--- config.mk ---
export PLATFORM = sky130hd
export DESIGN_NAME = io_controller_flat
export DESIGN_NICKNAME = d
export VERILOG_FILES = /design/src/rtl/io_pkg.sv /design/src/rtl/io_controller_if.sv /design/src/rtl/io_fifo.sv /design/src/rtl/io_controller.sv /design/src/flat_wrapper.sv
export SDC_FILE = /design/constraint.sdc
export NUM_CORES = 1
export LEC_CHECK = 0
export CORE_MARGIN = 2
export CORE_UTILIZATION = 63
export CTS_BUF_LIST = sky130_fd_sc_hd__clkbuf_4 sky130_fd_sc_hd__clkbuf_8 sky130_fd_sc_hd__clkbuf_16
export CTS_CLUSTER_SIZE = 8
export DETAILED_ROUTE_END_ITERATION = 8
export DONT_BUFFER_PORTS = 1
export GPL_TIMING_DRIVEN = 0
export PLACE_DENSITY = 0.8
export SLEW_MARGIN = 40
export SYNTH_ARGS = -nofsm -noshare
export SYNTH_HDL_FRONTEND = slang
export SYNTH_SLANG_ARGS = --single-unit
--- constraint.sdc ---
create_clock -name clk -period 2.8 [get_ports clk]
set_input_delay 0.42 -clock clk [delete_from_list [all_inputs] [get_ports clk]]
set_output_delay 0.42 -clock clk [all_outputs]
set_load 0.05 [all_outputs]
--- src/rtl/io_pkg.sv ---
// Shared constants, register-select type and helpers for the memory-mapped I/O controller.
package io_pkg;

  localparam logic [7:0] IO_ADDR_OUT    = 8'h00;
  localparam logic [7:0] IO_ADDR_IN     = 8'h01;
  localparam logic [7:0] IO_ADDR_STATUS = 8'h02;

  localparam int ST_TX_FULL  = 0;
  localparam int ST_RX_EMPTY = 1;
  localparam int ST_TX_OVF   = 2;
  localparam int ST_RX_OVF   = 3;
  localparam int ST_IRQ      = 4;

  typedef enum logic [1:0] {
    REG_OUT,
    REG_IN,
    REG_STATUS,
    REG_OTHER
  } io_reg_e;

  function automatic io_reg_e io_decode(input logic [7:0] addr);
    io_reg_e sel;
    sel = REG_OTHER;
    if (addr == IO_ADDR_OUT)         sel = REG_OUT;
    else if (addr == IO_ADDR_IN)     sel = REG_IN;
    else if (addr == IO_ADDR_STATUS) sel = REG_STATUS;
    return sel;
  endfunction

  // FIFO pointers wrap by natural overflow, so depth must be a power of two.
  function automatic bit depth_ok(input int d);
    return (d >= 2) && (d <= 16) && ((d & (d - 1)) == 0);
  endfunction

endpackage

--- src/rtl/io_controller_if.sv ---
// CPU I/O bus plus TX/RX byte streams of the I/O controller.
interface io_controller_if;
  logic       mem_io;
  logic [7:0] addr;
  logic       wr;
  logic       rd;
  logic [7:0] wdata;
  logic [7:0] rdata;
  logic       rdata_oe;
  logic       tx_valid;
  logic [7:0] tx_data;
  logic       tx_ready;
  logic       rx_valid;
  logic [7:0] rx_data;
  logic       rx_ready;

  modport master (
    output mem_io, addr, wr, rd, wdata, tx_ready, rx_valid, rx_data,
    input  rdata, rdata_oe, tx_valid, tx_data, rx_ready
  );

  modport slave (
    input  mem_io, addr, wr, rd, wdata, tx_ready, rx_valid, rx_data,
    output rdata, rdata_oe, tx_valid, tx_data, rx_ready
  );
endinterface

--- src/rtl/io_fifo.sv ---
// Synchronous FIFO with read/write pointers and an occupancy count; head is always presented.
module io_fifo
  import io_pkg::*;
#(
  parameter int WIDTH = 8,
  parameter int DEPTH = 4
) (
  input  logic                         clk,
  input  logic                         reset,
  input  logic                         push,
  input  logic [WIDTH-1:0]             din,
  input  logic                         pop,
  output logic                         full,
  output logic                         empty,
  output logic [$clog2(DEPTH+1)-1:0]   count,
  output logic [WIDTH-1:0]             head
);
  localparam int PW = $clog2(DEPTH);
  localparam int CW = $clog2(DEPTH + 1);

  generate
    if (!depth_ok(DEPTH)) begin : g_bad_depth
      $error("io_fifo: DEPTH must be a power of two in 2..16");
    end
  endgenerate

  logic [WIDTH-1:0] r_mem [DEPTH];
  logic [PW-1:0]    r_wptr;
  logic [PW-1:0]    r_rptr;
  logic [CW-1:0]    r_count;
  logic             w_do_push;
  logic             w_do_pop;

  assign empty = (r_count == '0);
  assign full  = (r_count == CW'(DEPTH));
  assign count = r_count;
  assign head  = r_mem[r_rptr];

  // A pop frees a slot in the same edge, so a full FIFO still accepts a push alongside it.
  assign w_do_pop  = pop & ~empty;
  assign w_do_push = push & (~full | w_do_pop);

  always_ff @(posedge clk or negedge reset) begin
    if (!reset) begin
      r_wptr  <= '0;
      r_rptr  <= '0;
      r_count <= '0;
    end else begin
      if (w_do_push) r_wptr <= r_wptr + 1'b1;
      if (w_do_pop)  r_rptr <= r_rptr + 1'b1;
      case ({w_do_push, w_do_pop})
        2'b10:   r_count <= r_count + 1'b1;
        2'b01:   r_count <= r_count - 1'b1;
        default: r_count <= r_count;
      endcase
    end
  end

  always_ff @(posedge clk) begin
    if (w_do_push) r_mem[r_wptr] <= din;
  end

endmodule

--- src/rtl/io_controller.sv ---
// Memory-mapped I/O controller: CPU register decode, TX/RX byte FIFOs, sticky overflow status.
// Optional macro IO_CTRL_IRQ_EN adds a registered irq output and STATUS bit 4.
module io_controller
  import io_pkg::*;
#(
  parameter int         DEPTH        = 4,
  parameter logic [7:0] RD_EMPTY_VAL = 8'hFF
) (
  input  logic            clk,
  input  logic            reset,
  io_controller_if.slave  bus
`ifdef IO_CTRL_IRQ_EN
  ,
  output logic            irq
`endif
);
  localparam int CW = $clog2(DEPTH + 1);

  io_reg_e        w_sel;
  logic           w_wr_io;
  logic           w_rd_io;
  logic           w_tx_push;
  logic           w_tx_pop;
  logic           w_rx_push;
  logic           w_rx_pop;
  logic           w_st_clr;
  logic           w_tx_full;
  logic           w_tx_empty;
  logic           w_rx_full;
  logic           w_rx_empty;
  logic           w_stall;
  logic           w_tx_drop;
  logic           w_rx_ovf_set;
  logic           w_irq_bit;
  logic [CW-1:0]  w_tx_count;
  logic [CW-1:0]  w_rx_count;
  logic [7:0]     w_tx_head;
  logic [7:0]     w_rx_head;
  logic [7:0]     w_status;
  logic           w_unused_count;

  logic           r_tx_ovf;
  logic           r_rx_ovf;
  logic [7:0]     r_stall_cnt;

  assign w_sel   = io_decode(bus.addr);
  assign w_wr_io = bus.mem_io & bus.wr;
  // A simultaneous wr+rd is treated as a write; the read side effect (RX pop) is suppressed.
  assign w_rd_io = bus.mem_io & bus.rd & ~bus.wr;

  assign w_tx_push = w_wr_io & (w_sel == REG_OUT);
  assign w_st_clr  = w_wr_io & (w_sel == REG_STATUS);
  assign w_rx_pop  = w_rd_io & (w_sel == REG_IN);

  assign bus.tx_valid = ~w_tx_empty;
  assign bus.tx_data  = w_tx_head;
  assign bus.rx_ready = ~w_rx_full;

  assign w_tx_pop  = bus.tx_valid & bus.tx_ready;
  assign w_rx_push = bus.rx_valid & bus.rx_ready;

  io_fifo #(.WIDTH(8), .DEPTH(DEPTH)) u_tx_fifo (
    .clk   (clk),
    .reset (reset),
    .push  (w_tx_push),
    .din   (bus.wdata),
    .pop   (w_tx_pop),
    .full  (w_tx_full),
    .empty (w_tx_empty),
    .count (w_tx_count),
    .head  (w_tx_head)
  );

  io_fifo #(.WIDTH(8), .DEPTH(DEPTH)) u_rx_fifo (
    .clk   (clk),
    .reset (reset),
    .push  (w_rx_push),
    .din   (bus.rx_data),
    .pop   (w_rx_pop),
    .full  (w_rx_full),
    .empty (w_rx_empty),
    .count (w_rx_count),
    .head  (w_rx_head)
  );

  // Occupancy counts are kept for debug visibility only.
  assign w_unused_count = &{1'b0, w_tx_count, w_rx_count};

  assign w_tx_drop    = w_tx_push & w_tx_full & ~w_tx_pop;
  assign w_stall      = bus.rx_valid & ~bus.rx_ready;
  // The 256th consecutive stall cycle is the one that sees the counter already at 255.
  assign w_rx_ovf_set = w_stall & (r_stall_cnt == 8'hFF);

  always_ff @(posedge clk or negedge reset) begin
    if (!reset) begin
      r_stall_cnt <= 8'h00;
    end else if (!w_stall) begin
      r_stall_cnt <= 8'h00;
    end else if (r_stall_cnt != 8'hFF) begin
      r_stall_cnt <= r_stall_cnt + 8'h01;
    end
  end

  always_ff @(posedge clk or negedge reset) begin
    if (!reset) begin
      r_tx_ovf <= 1'b0;
      r_rx_ovf <= 1'b0;
    end else begin
      if (w_tx_drop)     r_tx_ovf <= 1'b1;
      else if (w_st_clr) r_tx_ovf <= 1'b0;
      if (w_rx_ovf_set)  r_rx_ovf <= 1'b1;
      else if (w_st_clr) r_rx_ovf <= 1'b0;
    end
  end

`ifdef IO_CTRL_IRQ_EN
  logic r_irq;

  always_ff @(posedge clk or negedge reset) begin
    if (!reset) r_irq <= 1'b0;
    else        r_irq <= ~w_rx_empty | r_rx_ovf | r_tx_ovf;
  end

  assign irq       = r_irq;
  assign w_irq_bit = r_irq;
`else
  assign w_irq_bit = 1'b0;
`endif

  always_comb begin
    w_status              = 8'h00;
    w_status[ST_TX_FULL]  = w_tx_full;
    w_status[ST_RX_EMPTY] = w_rx_empty;
    w_status[ST_TX_OVF]   = r_tx_ovf;
    w_status[ST_RX_OVF]   = r_rx_ovf;
    w_status[ST_IRQ]      = w_irq_bit;
  end

  assign bus.rdata_oe = bus.mem_io & bus.rd;

  always_comb begin
    bus.rdata = 8'h00;
    if (bus.rdata_oe) begin
      case (w_sel)
        REG_IN:     bus.rdata = w_rx_empty ? RD_EMPTY_VAL : w_rx_head;
        REG_STATUS: bus.rdata = w_status;
        default:    bus.rdata = 8'h00;
      endcase
    end
  end

endmodule

--- src/flat_wrapper.sv ---
// flat-port wrapper written by rule: the top's interface ports become plain ports
module io_controller_flat import io_pkg::*;
#(
  parameter int         DEPTH        = 4,
  parameter logic [7:0] RD_EMPTY_VAL = 8'hFF
)
  (clk, reset, bus_mem_io, bus_addr, bus_wr, bus_rd, bus_wdata, bus_tx_ready, bus_rx_valid, bus_rx_data, bus_rdata, bus_rdata_oe, bus_tx_valid, bus_tx_data, bus_rx_ready);
  io_controller_if bus_i ();
  input  logic clk;
  input  logic reset;
  input wire logic [$bits(bus_i.mem_io)-1:0] bus_mem_io;
  input wire logic [$bits(bus_i.addr)-1:0] bus_addr;
  input wire logic [$bits(bus_i.wr)-1:0] bus_wr;
  input wire logic [$bits(bus_i.rd)-1:0] bus_rd;
  input wire logic [$bits(bus_i.wdata)-1:0] bus_wdata;
  input wire logic [$bits(bus_i.tx_ready)-1:0] bus_tx_ready;
  input wire logic [$bits(bus_i.rx_valid)-1:0] bus_rx_valid;
  input wire logic [$bits(bus_i.rx_data)-1:0] bus_rx_data;
  output wire logic [$bits(bus_i.rdata)-1:0] bus_rdata;
  output wire logic [$bits(bus_i.rdata_oe)-1:0] bus_rdata_oe;
  output wire logic [$bits(bus_i.tx_valid)-1:0] bus_tx_valid;
  output wire logic [$bits(bus_i.tx_data)-1:0] bus_tx_data;
  output wire logic [$bits(bus_i.rx_ready)-1:0] bus_rx_ready;
  assign bus_i.mem_io = bus_mem_io;
  assign bus_i.addr = bus_addr;
  assign bus_i.wr = bus_wr;
  assign bus_i.rd = bus_rd;
  assign bus_i.wdata = bus_wdata;
  assign bus_i.tx_ready = bus_tx_ready;
  assign bus_i.rx_valid = bus_rx_valid;
  assign bus_i.rx_data = bus_rx_data;
  assign bus_rdata = bus_i.rdata;
  assign bus_rdata_oe = bus_i.rdata_oe;
  assign bus_tx_valid = bus_i.tx_valid;
  assign bus_tx_data = bus_i.tx_data;
  assign bus_rx_ready = bus_i.rx_ready;
  io_controller #(.DEPTH(DEPTH), .RD_EMPTY_VAL(RD_EMPTY_VAL)) u_core (.clk(clk), .reset(reset), .bus(bus_i));
endmodule
# Word-level counts from Yosys, hierarchy flattened
# Memory sizes are Yosys's and may differ from the RTL's.
# Cells that the tools add are included.
[totals]
romBits = 0
out_inout_bits = 19
memories = 2
latch_bits = 0
regBits = 24
ram_bits = 64
[classes]
magnitude_cmp = 0
add_sub_neg = 9
shifts = 0
n_reduce_logical = 8
mux = 17
bitwise_logic = 24
eq_ne = 13
div_mod_pow = 0
mul = 0
[mem_list]
columns = ["name", "depth", "word_bits", "rd", "rd_clocked_by_memory_dff", "write_ports", "line_no", "rtl"]
rows = [
  ["u_core.u_rx_fifo.r_mem", 4, 8, 1, 0, 1, "io_fifo.sv:27", "logic [WIDTH-1:0] r_mem [DEPTH];"],
  ["u_core.u_tx_fifo.r_mem", 4, 8, 1, 0, 1, "io_fifo.sv:27", ""],
]
[ops]
columns = ["operator", "n"]
rows = [
  ["$mux W8", 4],
  ["$and A1 B1 Y1", 16],
  ["$pmux W8 S2", 1],
  ["$pmux W3 S2", 2],
  ["$add A2 B1 Y2 const B", 4],
  ["$add A8 B1 Y8 const B", 1],
  ["$eq A8 B1 Y1 const B", 1],
  ["$eq A8 B2 Y1 const B", 1],
  ["$eq A8 B8 Y1 const B", 1],
  ["$logic_not A8 Y1", 1],
  ["$mux W1", 8],
  ["$ne A8 B8 Y1 const B", 1],
  ["$reduce_bool A2 Y1", 4],
  ["$add A3 B1 Y3 const B", 2],
  ["$eq A2 B1 Y1 const B", 3],
  ["$eq A2 B2 Y1 const B", 3],
  ["$eq A3 B3 Y1 const B", 2],
  ["$logic_not A3 Y1", 2],
  ["$not A1 Y1", 6],
  ["$sub A3 B1 Y3 const B", 2],
  ["$mux W2", 2],
  ["$logic_not A2 Y1", 1],
  ["$ne A2 B2 Y1 const B", 1],
  ["$or A1 B1 Y1", 2],
]

# Logic depth before layout (Yosys ltp)
[depth]
depth_word = 11
mapped_depth = 13
ltp_nobuf = 13

# By module
# Synthesis repeated with hierarchy kept, for this count alone.
[hier_totals]
cells_unflattened = 284
area_unflattened_um2 = 4091.4
[modules_own_cells]
columns = ["mod", "n_inst", "cells_each", "area_each_um2"]
rows = [
  ["io_fifo", 2, 94, 1669.1],
  ["io_controller", 1, 96, 753.2],
]

# Worst setup path after synthesis
# OpenSTA, ideal clock, no wires.
[synth_path]
kind = "input-to-output"
from = "input bus_addr[7]"
to = "output bus_rdata[0]"
cell_stages = 6
slack_ns = 0.063
arrival_ns = 2.317
required_time_ns = 2.380
cell_sequence = "nor4_1 -> nand2_1 -> or2_2 -> ha_1 -> nand2b_1 -> a21oi_1"
[synth_via]
elab_chain_cells = 7
word_cells_on_any_way = 10
[synth_lines]
columns = ["item", "line_no", "rtl"]
rows = [
  ["start: declaration", "flat_wrapper.sv:12", "input wire logic [$bits(bus_i.addr)-1:0] bus_addr;"],
  ["$eq A8 B2 Y1", "io_pkg.sv:26", "else if (addr == IO_ADDR_STATUS) sel = REG_STATUS;"],
  ["$mux W1", "io_pkg.sv:26", ""],
  ["$mux W2", "io_pkg.sv:25", "else if (addr == IO_ADDR_IN) sel = REG_IN;"],
  ["$mux W2 (*)", "io_pkg.sv:24", "if (addr == IO_ADDR_OUT) sel = REG_OUT;"],
  ["$eq A2 B2 Y1 / $eq A2 B1 Y1 (equally long branches)", "io_controller.sv:144", "case (w_sel)"],
  ["$pmux W8 S2 (*)", "io_controller.sv:144", ""],
  ["$mux W8 (*)", "io_controller.sv:143", "if (bus.rdata_oe) begin"],
  ["end: declaration", "flat_wrapper.sv:19", "output wire logic [$bits(bus_i.rdata)-1:0] bus_rdata;"],
]
# Every way passes the cells marked *; elsewhere a longest branch is shown, timed or not.

# Final worst setup path
[layout_path]
from = "input bus_addr[7]"
to = "output bus_rdata[4]"
# Same word-level chain as after synthesis.

==> results.md <==
Final layout:
- The multi-input gate area in the final layout is 0.00130 sq mm.
- The antenna diode count is 0.
- The share of cells above drive strength 1 is 21.6%.
- Compared with the post-synthesis result, the final layout area differs by 9.54%.
- After filler insertion, the fill cell instance count of the layout stands at 379.
- In the final design database the tool counted 306 nets.
- Measured on the finished design, the core utilization comes to 71.6%.
- The final design area excluding fillers is 0.00424 sq mm.
- The sequential cells in the finished layout cover a total of 0.00252 sq mm.

Floorplan:
- Measured along the y axis, the die boundary spans 82.4 microns.
- The core footprint is 0.00592 sq mm.
- Measured along the x axis, the die boundary spans 82.4 microns.
- The full die area is 0.00678 sq mm.
- 50 I/O pins were placed.
- Once the floorplan was initialized, standard cells occupied 65.3% of the core.
- The floorplan has 28 rows.

Logic synthesis:
- The post-synthesis net count is 293.
- Of the synthesized area, sequential elements account for 65.2%.
- After synthesis, the cell types taking the most area are sky130_fd_sc_hd__edfxtp_1, sky130_fd_sc_hd__dfrtp_1, sky130_fd_sc_hd__mux4_2.
- The share of the synthesized area in the top cell type is 49.7%.
- sky130_fd_sc_hd__edfxtp_1 takes more of the synthesized area than any other cell.
- The count of warnings emitted by yosys is 0.
- The number of standard cells after synthesis is 246.
- A synthesized cell averages 15.7 sq um.
- By count the netlist is led by sky130_fd_sc_hd__edfxtp_1, sky130_fd_sc_hd__dfrtp_1, sky130_fd_sc_hd__mux4_2, sky130_fd_sc_hd__nor2_1, sky130_fd_sc_hd__ha_1.
- The commonest register cell after synthesis is sky130_fd_sc_hd__edfxtp_1.
- For this run, asynchronously set or reset flops after synthesis account for 27.3%.
- After synthesis the cells add up to 0.00387 sq mm.
- The synthesized design contains 64 enable-type register cells.
- The flip-flop and latch count after synthesis is 88.
- The most frequently used cell type in the post-synthesis netlist is sky130_fd_sc_hd__edfxtp_1.
- After synthesis, the netlist uses 43 different library cells.

Setup path:
- STA puts the critical path data required time at 2380 ps.
- The type of element capturing the critical path is an output pin.
- The critical path is of the in -> out type.
- The maximum fanout along the worst path is 4.
- The arrival time of data at the critical path endpoint is 2230 ps.
- STA classifies the critical path startpoint as an input pin.

Timing:
- The setup TNS is 0 ps.
- The hold violation count in the final report was 0.
- The minimum clock period is 2650 ps.
- The count of final max-slew check failures is 0.
- Setup repair after global routing left no endpoint under its margin.
- The final critical path takes up 94.5% of the cycle.
- Timing would allow up to 378 MHz.
- The worst path meets setup with 155 ps of slack.
- At the pin with the least slew margin, the transition time is 674 ps.
- The worst-case clock skew is 7.35 ps.
- The headroom to the max-slew limit is 55.1%.
- The number of setup violations in the final report is 0.

Min path:
- The tightest min-delay check is of the in -> reg type.

Pwr:
- The design draws 3570 uW.
- The power density over cell area is 842 mW/mm^2.
- The share of power burned in the clock network is 26.5%.
- IR analysis of the VDD net gives a maximum drop of 486 uV.
- The total internal power is 2430 uW.
- Summed over all cells, the static leakage comes to 0.00153 uW.
- The switching power summed over all nets is 1130 uW.
- Per report_power, the sequential group accounts for 47.4% of the total.
- The switching part of the total power is 31.8%.
- The combinational cell fraction of total power is 26.1%.

Clock network:
- The H-tree depth is 3.
- The CTS buffer count is 9.
- The clock tree root driver cell is sky130_fd_sc_hd__clkbuf_8.
- TritonCTS built the clock tree.
- In this run, post-CTS repair resized a total of 0 instances.
- The clock passes through at most 2 buffers.
- The CTS clock-pin slew for the worst setup and hold paths is 80 ps.
- The number of clock sinks seen by CTS is 88.
- The insertion delay of the later-clocked pin in the worst-skew pair is 350 ps.

Placement:
- Detailed placement finished with a half-perimeter wire length of 4390 microns.
- The congestion estimate from routability-driven global placement came to 0.801.
- The total cell area at the placement stage is 0.00399 sq mm.
- Before CTS, the worst setup slack after placement is -85.3 ps.
- In this run the tool buffered the top-level ports with 0 buffer cells.

Global routing:
- The initial antenna violation count was 0.
- The number of global-route vias before repair is 2,059.
- Global routing used 21.1% of the available tracks.
- The total congestion overflow is 0.
- The maximum number of pins on one net before global-route repair is 25.
- The wire length of the first global-routing pass is 10,100 microns.

Outcome:
- The flow ran to the end, and the final reports show no timing, DRC or antenna violations.

Routing:
- The via count is 1,996.
- The violation count after the first detailed-route iteration is 147.
- In the final routed layout, each cell accounts on average for 18.5 microns.
- The per-cell via count in the routed design is 5.89.
- After detailed routing, the number of remaining DRC violations is 0.
- The total detailed-routing wirelength is 6260 microns.
- The final antenna-violating net count is 0.
- The first TritonRoute pass finished after 4 iterations.

Job:
- The reported max-cap violation count is 0.
[what timing repair did]
item                                    CTS  global route
endpoints found under the setup margin    0             0
endpoints found under the hold margin    24             0
hold buffers                              2             0
buffers inserted                          0             0
[final timing paths]
path / start / depth (start not counted) / to / slack (ps)
max: bus_addr[7] / 6 / bus_rdata[4] / 150
min: bus_wdata[3] / 0 / u_core.u_tx_fifo.r_mem[0][3] / 160
max reg2reg: u_core.u_tx_fifo.count[0] / 9 / u_core.u_tx_fifo.count[2] / 390
min reg2reg: u_core.r_tx_ovf / 2 / u_core.r_tx_ovf / 510
max in group asynchronous: reset / 2 / u_core.u_tx_fifo.count[0] / 2160
min in group asynchronous: reset / 2 / u_core.r_stall_cnt[6] / 490
[cells by family (layout without fill, tap and decap cells)]
| group | Yosys count | after routing | synth area share, % |
|---|---|---|---|
| compound gates | 23 | 23 | 3.72 |
| xor+xnor | 12 | 12 | 2.72 |
| fa+ha+maj | 16 | 16 | 5.56 |
| buf+inv | 17 | 35 | 1.71 |
| flops | 88 | 88 | 65.2 |
| mux | 21 | 21 | 10.9 |
| simple gates | 69 | 69 | 10.2 |
[final cells by class]
class	instances	share of cell area, %
clock inverters	5	1.92
clock buffers	11	3.28
well taps	75	2.22
multi-input cells	141	30.8
plain buffers	5	0.502
repair buffers	2	0.709
flip-flops and latches	88	59.5
inverters	12	1.06
[cell usage in the layout (no fill, tap or decap), types with 2 or more instances in the layout]
cell	count
sky130_fd_sc_hd__clkinv_4	2
sky130_fd_sc_hd__mux4_2	16
sky130_fd_sc_hd__or2_2	2
sky130_fd_sc_hd__o21ai_0	7
sky130_fd_sc_hd__nand2b_1	3
sky130_fd_sc_hd__and2_2	4
sky130_fd_sc_hd__mux2_4	2
sky130_fd_sc_hd__a211oi_1	3
sky130_fd_sc_hd__clkbuf_4	2
sky130_fd_sc_hd__mux2i_1	3
sky130_fd_sc_hd__clkbuf_8	9
sky130_fd_sc_hd__nor3_1	5
sky130_fd_sc_hd__buf_2	2
sky130_fd_sc_hd__nand2_1	12
sky130_fd_sc_hd__edfxtp_1	64
sky130_fd_sc_hd__fa_1	2
sky130_fd_sc_hd__nor2_2	4
sky130_fd_sc_hd__nor4b_1	2
sky130_fd_sc_hd__nor2_1	11
sky130_fd_sc_hd__dfrtp_1	24
sky130_fd_sc_hd__xor2_1	7
sky130_fd_sc_hd__nand4_1	3
sky130_fd_sc_hd__inv_1	12
sky130_fd_sc_hd__a21oi_1	3
sky130_fd_sc_hd__a21oi_2	4
sky130_fd_sc_hd__nand3_1	6
sky130_fd_sc_hd__bufinv_16	2
sky130_fd_sc_hd__and3_1	6
sky130_fd_sc_hd__clkbuf_1	2
sky130_fd_sc_hd__xnor2_1	5
sky130_fd_sc_hd__ha_1	14
[flip-flops by register name (all words and copies together), names as in the netlist, 2 cells and up]
name	count
u_core.u_tx_fifo.count	3
u_core.u_tx_fifo.r_rptr	2
u_core.r_stall_cnt	8
u_core.u_rx_fifo.r_wptr	2
u_core.u_rx_fifo.count	3
u_core.u_rx_fifo.r_rptr	2
u_core.u_tx_fifo.r_mem	32
u_core.u_tx_fifo.r_wptr	2
u_core.u_rx_fifo.r_mem	32
[per-stage QoR]
stage,std cells,hold WS [ps]
floorplan,246,124
global placement,321,125
detailed placement,321,125
CTS,339,150
global route,339,141
finish,339,159
[power by group through the flow]
stage	sequential, uW	combinational, uW	clock (uW)
floorplan	1680	805	0
global placement	1700	900	0
detailed placement	1720	934	0
CTS	1690	947	957
global route	1710	1030	1020
finish	1690	930	943
[worst max-delay path, cell delays in order]
cell and delay (ps):
sky130_fd_sc_hd__nor4_1 250, sky130_fd_sc_hd__nand2_1 140, sky130_fd_sc_hd__or2_2 290, sky130_fd_sc_hd__ha_1 300
sky130_fd_sc_hd__nand3b_1 280, sky130_fd_sc_hd__nor2_2 540
[per-layer routing]
metal | routed length [microns] | vias up | global-route usage, %
li1 | - | 953 | -
met1 | 2730 | 983 | 27.9
met2 | 3040 | 48 | 32.8
met3 | 368 | 12 | 5.76
met4 | 118 | 0 | 8.67
met5 | 0 | - | 3.33
No activity file was read; power rests on OpenSTA's default activity.
